--- src/rtl/hazard3_trigger_prog_seq.sv ---
// Arbitrates the trigger cfg port between CSR accesses and an atomic trigger programming sequence.
// Define HAZARD3_TRIGGER_PROG_VERIFY_EN to add the tdata1 readback check (RB state, prog_err).
module hazard3_trigger_prog_seq #(
    parameter int N_TRIG        = 2,
    parameter int PROG_MAX_WAIT = 4,
    localparam int W_IDX        = (N_TRIG > 1) ? $clog2(N_TRIG) : 1
) (
    input  logic             clk,
    input  logic             rst,
    input  logic             csr_req,
    input  logic [11:0]      csr_addr,
    input  logic             csr_wen,
    input  logic [31:0]      csr_wdata,
    output logic [31:0]      csr_rdata,
    output logic             csr_stall,
    input  logic             prog_valid,
    output logic             prog_ready,
    input  logic [W_IDX-1:0] prog_index,
    input  logic [31:0]      prog_tdata1,
    input  logic [31:0]      prog_tdata2,
    output logic             prog_done,
    output logic             prog_err,
    output logic [11:0]      cfg_addr,
    output logic             cfg_wen,
    output logic [31:0]      cfg_wdata,
    input  logic [31:0]      cfg_rdata
);

    localparam int WW = $clog2(PROG_MAX_WAIT + 1);
    localparam logic [WW-1:0] MAX_W = WW'(PROG_MAX_WAIT);
    localparam logic [11:0] A_TSEL = 12'h7a0;
    localparam logic [11:0] A_TD1  = 12'h7a1;
    localparam logic [11:0] A_TD2  = 12'h7a2;

    typedef enum logic [2:0] {
        S_IDLE, S_SAVE, S_SEL, S_DIS, S_T2, S_T1, S_RB, S_RESTORE
    } state_t;

    state_t            state_q, state_d;
    logic [WW-1:0]     wait_q, wait_d;
    logic [W_IDX-1:0]  idx_q, idx_d;
    logic [W_IDX-1:0]  tsel_q, tsel_d;
    logic [31:0]       td1_q, td1_d;
    logic [31:0]       td2_q, td2_d;
`ifdef HAZARD3_TRIGGER_PROG_VERIFY_EN
    localparam logic [31:0] RB_MASK = 32'h0800_104c;
    logic              err_q, err_d;
`endif

    assign prog_ready = (state_q == S_IDLE) & prog_valid
                      & (~csr_req | (wait_q == MAX_W));

    always_ff @(posedge clk or posedge rst) begin
        if (rst) begin
            state_q <= S_IDLE;
            wait_q  <= '0;
            idx_q   <= '0;
            tsel_q  <= '0;
            td1_q   <= '0;
            td2_q   <= '0;
`ifdef HAZARD3_TRIGGER_PROG_VERIFY_EN
            err_q   <= 1'b0;
`endif
        end else begin
            state_q <= state_d;
            wait_q  <= wait_d;
            idx_q   <= idx_d;
            tsel_q  <= tsel_d;
            td1_q   <= td1_d;
            td2_q   <= td2_d;
`ifdef HAZARD3_TRIGGER_PROG_VERIFY_EN
            err_q   <= err_d;
`endif
        end
    end

    always_comb begin
        state_d = state_q;
        wait_d  = wait_q;
        idx_d   = idx_q;
        tsel_d  = tsel_q;
        td1_d   = td1_q;
        td2_d   = td2_q;
`ifdef HAZARD3_TRIGGER_PROG_VERIFY_EN
        err_d   = err_q;
`endif
        unique case (state_q)
            S_IDLE: begin
                if (prog_ready) begin
                    state_d = S_SAVE;
                    wait_d  = '0;
                    idx_d   = prog_index;
                    td1_d   = prog_tdata1;
                    td2_d   = prog_tdata2;
                end else if (prog_valid && csr_req) begin
                    if (wait_q != MAX_W) wait_d = wait_q + 1'b1;
                end else begin
                    wait_d = '0;
                end
            end
            S_SAVE: begin
                tsel_d  = cfg_rdata[W_IDX-1:0];
                state_d = S_SEL;
            end
            S_SEL: state_d = S_DIS;
            S_DIS: state_d = S_T2;
            S_T2:  state_d = S_T1;
`ifdef HAZARD3_TRIGGER_PROG_VERIFY_EN
            S_T1:  state_d = S_RB;
            S_RB: begin
                err_d   = |((cfg_rdata ^ td1_q) & RB_MASK);
                state_d = S_RESTORE;
            end
`else
            S_T1:  state_d = S_RESTORE;
`endif
            S_RESTORE: state_d = S_IDLE;
            default:   state_d = S_IDLE;
        endcase
    end

    always_comb begin
        cfg_addr  = 12'h000;
        cfg_wen   = 1'b0;
        cfg_wdata = 32'h0;
        csr_stall = 1'b1;
        prog_done = 1'b0;
        unique case (state_q)
            S_IDLE: begin
                cfg_addr  = csr_addr;
                cfg_wdata = csr_wdata;
                cfg_wen   = csr_req & csr_wen & ~prog_ready;
                csr_stall = csr_req & prog_ready;
            end
            S_SAVE: cfg_addr = A_TSEL;
            S_SEL: begin
                cfg_addr  = A_TSEL;
                cfg_wen   = 1'b1;
                cfg_wdata = 32'(idx_q);
            end
            // Clear execute before touching tdata2 so a stale pair never matches.
            S_DIS: begin
                cfg_addr = A_TD1;
                cfg_wen  = 1'b1;
            end
            S_T2: begin
                cfg_addr  = A_TD2;
                cfg_wen   = 1'b1;
                cfg_wdata = td2_q;
            end
            S_T1: begin
                cfg_addr  = A_TD1;
                cfg_wen   = 1'b1;
                cfg_wdata = td1_q;
            end
            S_RB: cfg_addr = A_TD1;
            S_RESTORE: begin
                cfg_addr  = A_TSEL;
                cfg_wen   = 1'b1;
                cfg_wdata = 32'(tsel_q);
                prog_done = 1'b1;
            end
            default: ;
        endcase
    end

    assign csr_rdata = csr_stall ? 32'h0 : cfg_rdata;

`ifdef HAZARD3_TRIGGER_PROG_VERIFY_EN
    assign prog_err = prog_done & err_q;
`else
    assign prog_err = 1'b0;
`endif

endmodule

--- config.mk ---
export PLATFORM = sky130hd
export DESIGN_NAME = hazard3_trigger_prog_seq
export DESIGN_NICKNAME = d
export VERILOG_FILES = /design/src/rtl/hazard3_trigger_prog_seq.sv
export SDC_FILE = /design/constraint.sdc
export NUM_CORES = 1
export LEC_CHECK = 0
export CAP_MARGIN = 20
export CELL_PAD_IN_SITES_DETAIL_PLACEMENT = 1
export CELL_PAD_IN_SITES_GLOBAL_PLACEMENT = 1
export CORE_MARGIN = 1
export CORE_UTILIZATION = 26
export DETAILED_ROUTE_END_ITERATION = 10
export PLACE_DENSITY_LB_ADDON = 0.15
export SYNTH_ARGS = -nofsm -noshare
export SYNTH_HDL_FRONTEND = slang
export SYNTH_SLANG_ARGS = --single-unit
--- constraint.sdc ---
create_clock -name clk -period 2.22 [get_ports clk]
set_input_delay 0.444 -clock clk [delete_from_list [all_inputs] [get_ports clk]]
set_output_delay 0.444 -clock clk [all_outputs]
set_load 0.005 [all_outputs]
==> results_dict.tcl, run 1 <==
set metrics [dict create \
    final_common_cell "clkdlybuf4s50_1" \
    final_nets 800 \
    p_leak_nw 3.43 \
    grt_max_degree 73 \
    grt_pass1_wl_um 23200 \
    clk_pin_slew_worst_paths_ps 60 \
    synthFlopType "dfrtp_1" \
    cp_max_fo 6 \
    syn_nets 531 \
    layout_common_cells "146 x clkdlybuf4s50_1, 70 x dfrtp_1, 66 x nand2_1" \
    grt_overflow 0 \
    fmax_ghz 0.416 \
    fin_total_pwr_mw 9.12 \
    yosys_warnings 0 \
    cts_inserted_buffers 9 \
    p_int_mw 6.08 \
    power_density_nw_per_um2 1200 \
    antenna_found_initial 0 \
    ant_nets 0 \
    setup.worst_path.start "state_q[1]$_DFFE_PP0P_" \
    required_ps 1780 \
    final-setup-viol-count 47 \
    synthDistinctLibCells 34 \
    placed_cell_area_um2 6820 \
    dieArea_um2 16700 \
    grt_use_total_pct 18.3 \
    rows 46 \
    power_frac_seq_pct 25.5 \
    ys_seq_area_share_pct 42.9 \
    drt_wl_total_um 15500 \
    portBuffers 225 \
    hold_path_class "register to register" \
    vias 3882 \
    netlist_area_um2 4200 \
    die_w_um 129 \
    whs_ps 506 \
    start_util_pct 26.6 \
    hold_path_startpoint "td2_q[26]$_DFFE_PP0P_" \
    synth_seq_cells 72 \
    r2r-start "state_q[1]$_DFFE_PP0P_" \
    clkPwrFrac_pct 14.9 \
    combPwrFrac_pct 59.6 \
    r2r-end "td1_q[25]$_DFFE_PP0P_" \
    gp_congestion 0.737 \
    syn_inst 383 \
    core_um2 15800 \
    finalHoldViolations 0 \
    slew_viol_final 0 \
    reg2reg_depth 8 \
    max_stage_delay_ps 400 \
    max_cap_violations 0 \
    start_kind "register" \
    drc 0 \
    r2r_setup_slack_ps 180 \
    swShare_pct 33.4 \
    synth-edff-count 0 \
    final_area_um2 7580 \
    p_switching_mw 3.04 \
    drt-wirelength-per-cell_um 17.8 \
    path_buf_inv 5 \
    grt_pass1_vias 4214 \
    drive_gt1_share_pct 47.3 \
    clock_skew_ps 5.34 \
    die_h_um 129 \
    rsz0062_at_grt "true" \
    vdd_drop_max_mv 0.483 \
    io_pins 227 \
    place_ws_ps -414 \
    drtIter0Drc 84 \
    cp_top_family "simple AND/OR/NAND/NOR gates" \
    outcome "complete, but fails checks" \
    violations "negative setup slack" \
    crit_type "register to output pin" \
    layout_setup_ws_ps -183 \
    h-tree-depth 3 \
    firstDrtPassIters 4 \
    endpoint "csr_rdata[7]" \
    cpMostUsedCell "buf_6" \
    synthToLayoutAreaGrowth_pct 80.3 \
    diodes 0 \
    clockBufferDepth 2 \
    cts_root_buf "clkbuf_16" \
    slowest_stage "dfrtp_2" \
    dp_hpwl_um 10800 \
    period_share_pct 108 \
    post_drt_via_cell_ratio 4.45 \
    arrival_ps 1960 \
    path_depth 8 \
    clock_sinks 72 \
    avgSynthCellArea_um2 11.0 \
    clk_latency_ps 340 \
    timing.critical_path.to_type "output pin" \
    critical_path.cell_chain "or3_4 -> a31oi_4 -> buf_6 -> buf_6 -> buf_6 -> buf_12 -> and2_4 -> buf_6" \
    async_flop_share_pct 100 \
    cts_tree "yes" \
    min_period_ps 2400 \
]
cells by family after synthesis:
group / synth area share (%)
other cells: 0.0892
flops: 42.9
buf+inv: 5.18
fa+ha+maj: 0.595
mux: 30.0
simple gates: 15.2
compound gates: 6.13
metrics by stage:
stage | TNS, ps | instances | util [%]
2_1_floorplan | 0 | 383 | -
3_3_place_gp | -11300 | 822 | 43.1
3_5_place_dp | -12380 | 822 | 43.1
4_1_cts | -7980 | 864 | 47.5
5_1_grt | -8330 | 873 | 47.9
6_report | -4840 | 873 | 47.9
power groups by stage:
stage          sequential, mW  combinational [mW]  clock [mW]
2_1_floorplan            2.22                2.47           0
3_3_place_gp             2.29                4.43           0
3_5_place_dp             2.33                4.52           0
4_1_cts                  2.32                5.27        1.41
5_1_grt                  2.41                5.83        1.45
6_report                 2.33                5.43        1.36
cells in the mapped netlist (all sizes together) (2+ instances only):
| cell | n | area (um2) |
|---|---|---|
| nand2b | 6 | 37.5 |
| a22oi | 3 | 22.5 |
| inv | 7 | 26.3 |
| mux2 | 98 | 1250 |
| dfrtp | 72 | 1800 |
| clkbuf | 8 | 30.0 |
| nor2 | 4 | 15.0 |
| o21ai | 3 | 15.0 |
| nand3 | 3 | 20.0 |
| nand2 | 70 | 263 |
| a31oi | 2 | 27.5 |
| ha | 2 | 25.0 |
| and2 | 40 | 250 |
| nor3 | 2 | 15.0 |
| buf | 20 | 158 |
| a21oi | 32 | 160 |
registers in the layout, indices dropped and copies added (netlist names):
signal / cells
idx_q: 1
td1_q: 32
wait_q: 3
state_q: 3
tsel_q: 1
td2_q: 32
timing repair:
item,4_1_cts,5_1_grt
hold buffers,0,0
cloned,5,1
buffers inserted,22,11
gates resized for setup,302,91
setup endpoints to repair,80,77
pin swaps,30,11
metal layers:
layer	global-route usage, %	part of all wire, %
met5	0	0
met4	3.53	0.85
met1	21.9	42
met2	32.0	50
met3	6.07	7.0
how the worst min path moves through the flow:
| stage | to | slack (ps) | cells past startpoint |
|---|---|---|---|
| floorplan | td2_q[31]$_DFFE_PP0P_ | 470 | 1 |
| detailed placement | td2_q[28]$_DFFE_PP0P_ | 490 | 1 |
| global placement | td2_q[25]$_DFFE_PP0P_ | 490 | 1 |
| CTS | td1_q[22]$_DFFE_PP0P_ | 510 | 1 |
| global route | td2_q[25]$_DFFE_PP0P_ | 520 | 1 |
| finish | td2_q[26]$_DFFE_PP0P_ | 510 | 1 |
area by class of cell:
class / count / area [um2]
Fill cell: 1695 / 8250
Timing Repair Buffer: 286 / 2820
Multi-Input combinational cell: 275 / 2370
Sequential cell: 72 / 1800
Tap cell: 216 / 270
Clock buffer: 11 / 243
Inverter: 8 / 33.8
Clock inverter: 5 / 32.5
Power figures use the tool's default switching activity.
==> inputs of run 2 (changes only) <==
--- a/config.mk
+++ b/config.mk
@@ -12,4 +12,5 @@
 export CORE_UTILIZATION = 26
 export DETAILED_ROUTE_END_ITERATION = 10
+export HOLD_SLACK_MARGIN = 0.06
 export PLACE_DENSITY_LB_ADDON = 0.15
 export SYNTH_ARGS = -nofsm -noshare
==> constraint.sdc (replaced) <==
create_clock -name clk -period 2.22 [get_ports clk]
set_input_delay 0.444 -clock clk [delete_from_list [all_inputs] [get_ports clk]]
set_output_delay 0.444 -clock clk [all_outputs]
set_load 0.05 [all_outputs]
==> results_dict.tcl, run 2 (synthesized netlist as in run 1, its figures left out) <==
set metrics [dict create \
    hold_depth 1 \
    io_pins 227 \
    cts_inserted_buffers 9 \
    ant_nets 0 \
    arrival_ps 1910 \
    rows 46 \
    rsz0062_at_grt "true" \
    drt_wl_total_um 16000 \
    power_frac_seq_pct 17.7 \
    p_int_mw 7.60 \
    clockBufferDepth 2 \
    antenna_found_initial 0 \
    portBuffers 225 \
    final_nets 786 \
    slowest_stage "or3_4" \
    die_w_um 129 \
    clock_sinks 72 \
    final-setup-viol-count 44 \
    die_h_um 129 \
    clkPwrFrac_pct 10.6 \
    r2r-end "td2_q[2]$_DFFE_PP0P_" \
    drive_gt1_share_pct 54.0 \
    reg2reg_depth 7 \
    max_stage_delay_ps 420 \
    placed_cell_area_um2 7680 \
    clk_latency_ps 340 \
    p_switching_mw 5.52 \
    dieArea_um2 16700 \
    cts_tree "yes" \
    core_um2 15800 \
    period_share_pct 106 \
    final_area_um2 8660 \
    critical_path.cell_chain "or3_4 -> a31oi_4 -> buf_12 -> clkbuf_16 -> and2_4 -> buf_12" \
    post_drt_via_cell_ratio 4.50 \
    layout_common_cells "145 x clkdlybuf4s50_1, 84 x buf_12, 70 x dfrtp_1" \
    diodes 0 \
    slew_viol_final 0 \
    h-tree-depth 3 \
    grt_overflow 0 \
    min_period_ps 2350 \
    drtIter0Drc 101 \
    fmax_ghz 0.425 \
    relSlewSlack_pct 60.3 \
    grt_pass1_wl_um 22400 \
    cts_root_buf "clkbuf_16" \
    clock_skew_ps 7.92 \
    layout_setup_ws_ps -133 \
    gp_congestion 0.753 \
    dp_hpwl_um 11000 \
    finalHoldViolations 0 \
    violations "negative setup slack" \
    final_common_cell "clkdlybuf4s50_1" \
    outcome "complete, but fails checks" \
    combPwrFrac_pct 71.7 \
    place_ws_ps -27.9 \
    r2r-start "state_q[1]$_DFFE_PP0P_" \
    drc 0 \
    cp_max_fo 8 \
    vdd_drop_max_mv 0.617 \
    power_density_nw_per_um2 1520 \
    clk_pin_slew_worst_paths_ps 60 \
    drt-wirelength-per-cell_um 18.6 \
    vias 3865 \
    min_to "td2_q[16]$_DFFE_PP0P_" \
    required_ps 1780 \
    nFillCells 1568 \
    grt_pass1_vias 4079 \
    start_kind "register" \
    crit_type "register to output pin" \
    max_cap_violations 0 \
    timing.critical_path.to_type "output pin" \
    post-route-util_pct 54.7 \
    start_util_pct 26.6 \
    max_slew.worst_pin.slew_ps 594 \
    fin_total_pwr_mw 13.1 \
    hold_path_startpoint "td2_q[16]$_DFFE_PP0P_" \
    r2r_setup_slack_ps 270 \
    hold_path_class "register to register" \
    firstDrtPassIters 4 \
    cpMostUsedCell "buf_12" \
    reg_top3 "td1_q x32, td2_q x32" \
    grt_max_degree 42 \
    timing.setup.tns_ps -3840 \
    swShare_pct 42.1 \
    p_leak_nw 3.68 \
    synthToLayoutAreaGrowth_pct 106 \
    grt_use_total_pct 17.8 \
]
run 2: cell count changes in the layout (fill, tap and decap cells not counted), moves of 5 or more:
cell / delta
and2_4: +9
and2_1: -9
nand2_1: -14
clkbuf_2: -25
a21oi_1: -17
nand2_4: +9
a21oi_4: +14
nand2_2: +5
buf_6: -33
buf_2: -17
clkbuf_16: +5
clkdlybuf4s15_2: -6
buf_12: +73
run 2: how the worst max path moves through the flow:
stage | start | end
after CTS | state_q[0]$_DFFE_PP0P_ | csr_rdata[4]
after detailed placement | prog_valid | csr_rdata[27]
final | state_q[1]$_DFFE_PP0P_ | csr_rdata[10]
after global placement | prog_valid | csr_rdata[7]
after global routing | state_q[1]$_DFFE_PP0P_ | csr_rdata[28]
after floorplan | state_q[2]$_DFFE_PP0P_ | cfg_wen
run 2: per-stage QoR:
stage / instances / hold WS (ps)
2_1_floorplan: 383 / 474
3_3_place_gp: 821 / 486
3_5_place_dp: 821 / 490
4_1_cts: 837 / 509
5_1_grt: 859 / 522
6_report: 859 / 502
run 2: power by group through the flow:
stage / Sequential [mW] / Clock [mW] / Combinational, mW
after floorplan: 2.22 / 0 / 4.63
after global placement: 2.30 / 0 / 7.91
after detailed placement: 2.34 / 0 / 8.02
after CTS: 2.33 / 1.44 / 8.11
after global routing: 2.40 / 1.49 / 9.85
final: 2.32 / 1.39 / 9.41
run 2: timing repair:
action                     4_1_cts  5_1_grt
cloned                           0        9
buffers inserted                 0       13
setup endpoints to repair       77       62
pin swaps                        0       45
resized for setup               10       98
hold buffers                     0        0
run 2: layout make-up:
type                            instances  area, um2  share of cell area [%]
Clock buffer                           11        253                    2.92
Clock inverter                          5       31.3                   0.361
Sequential cell                        72       1800                    20.8
Tap cell                              216        270                    3.12
Inverter                                8       37.5                   0.433
Multi-Input combinational cell        275       2640                    30.5
Timing Repair Buffer                  272       3620                    41.8
run 2: critical path, delay by kind of cell (launching register included):
| family | cells | cell delay (ps) |
|---|---|---|
| simple gates | 2 | 570 |
| buf+inv | 3 | 430 |
| flops | 1 | 400 |
| compound gates | 1 | 180 |
run 2: metal layers:
metal | wire (um) | global-route usage (%) | vias to the layer above
li1 | - | - | 1803
met3 | 1240 | 5.99 | 13
met4 | 167 | 5.54 | 0
met5 | 0 | 0 | -
met1 | 6120 | 20.4 | 1906
met2 | 8480 | 31.1 | 143
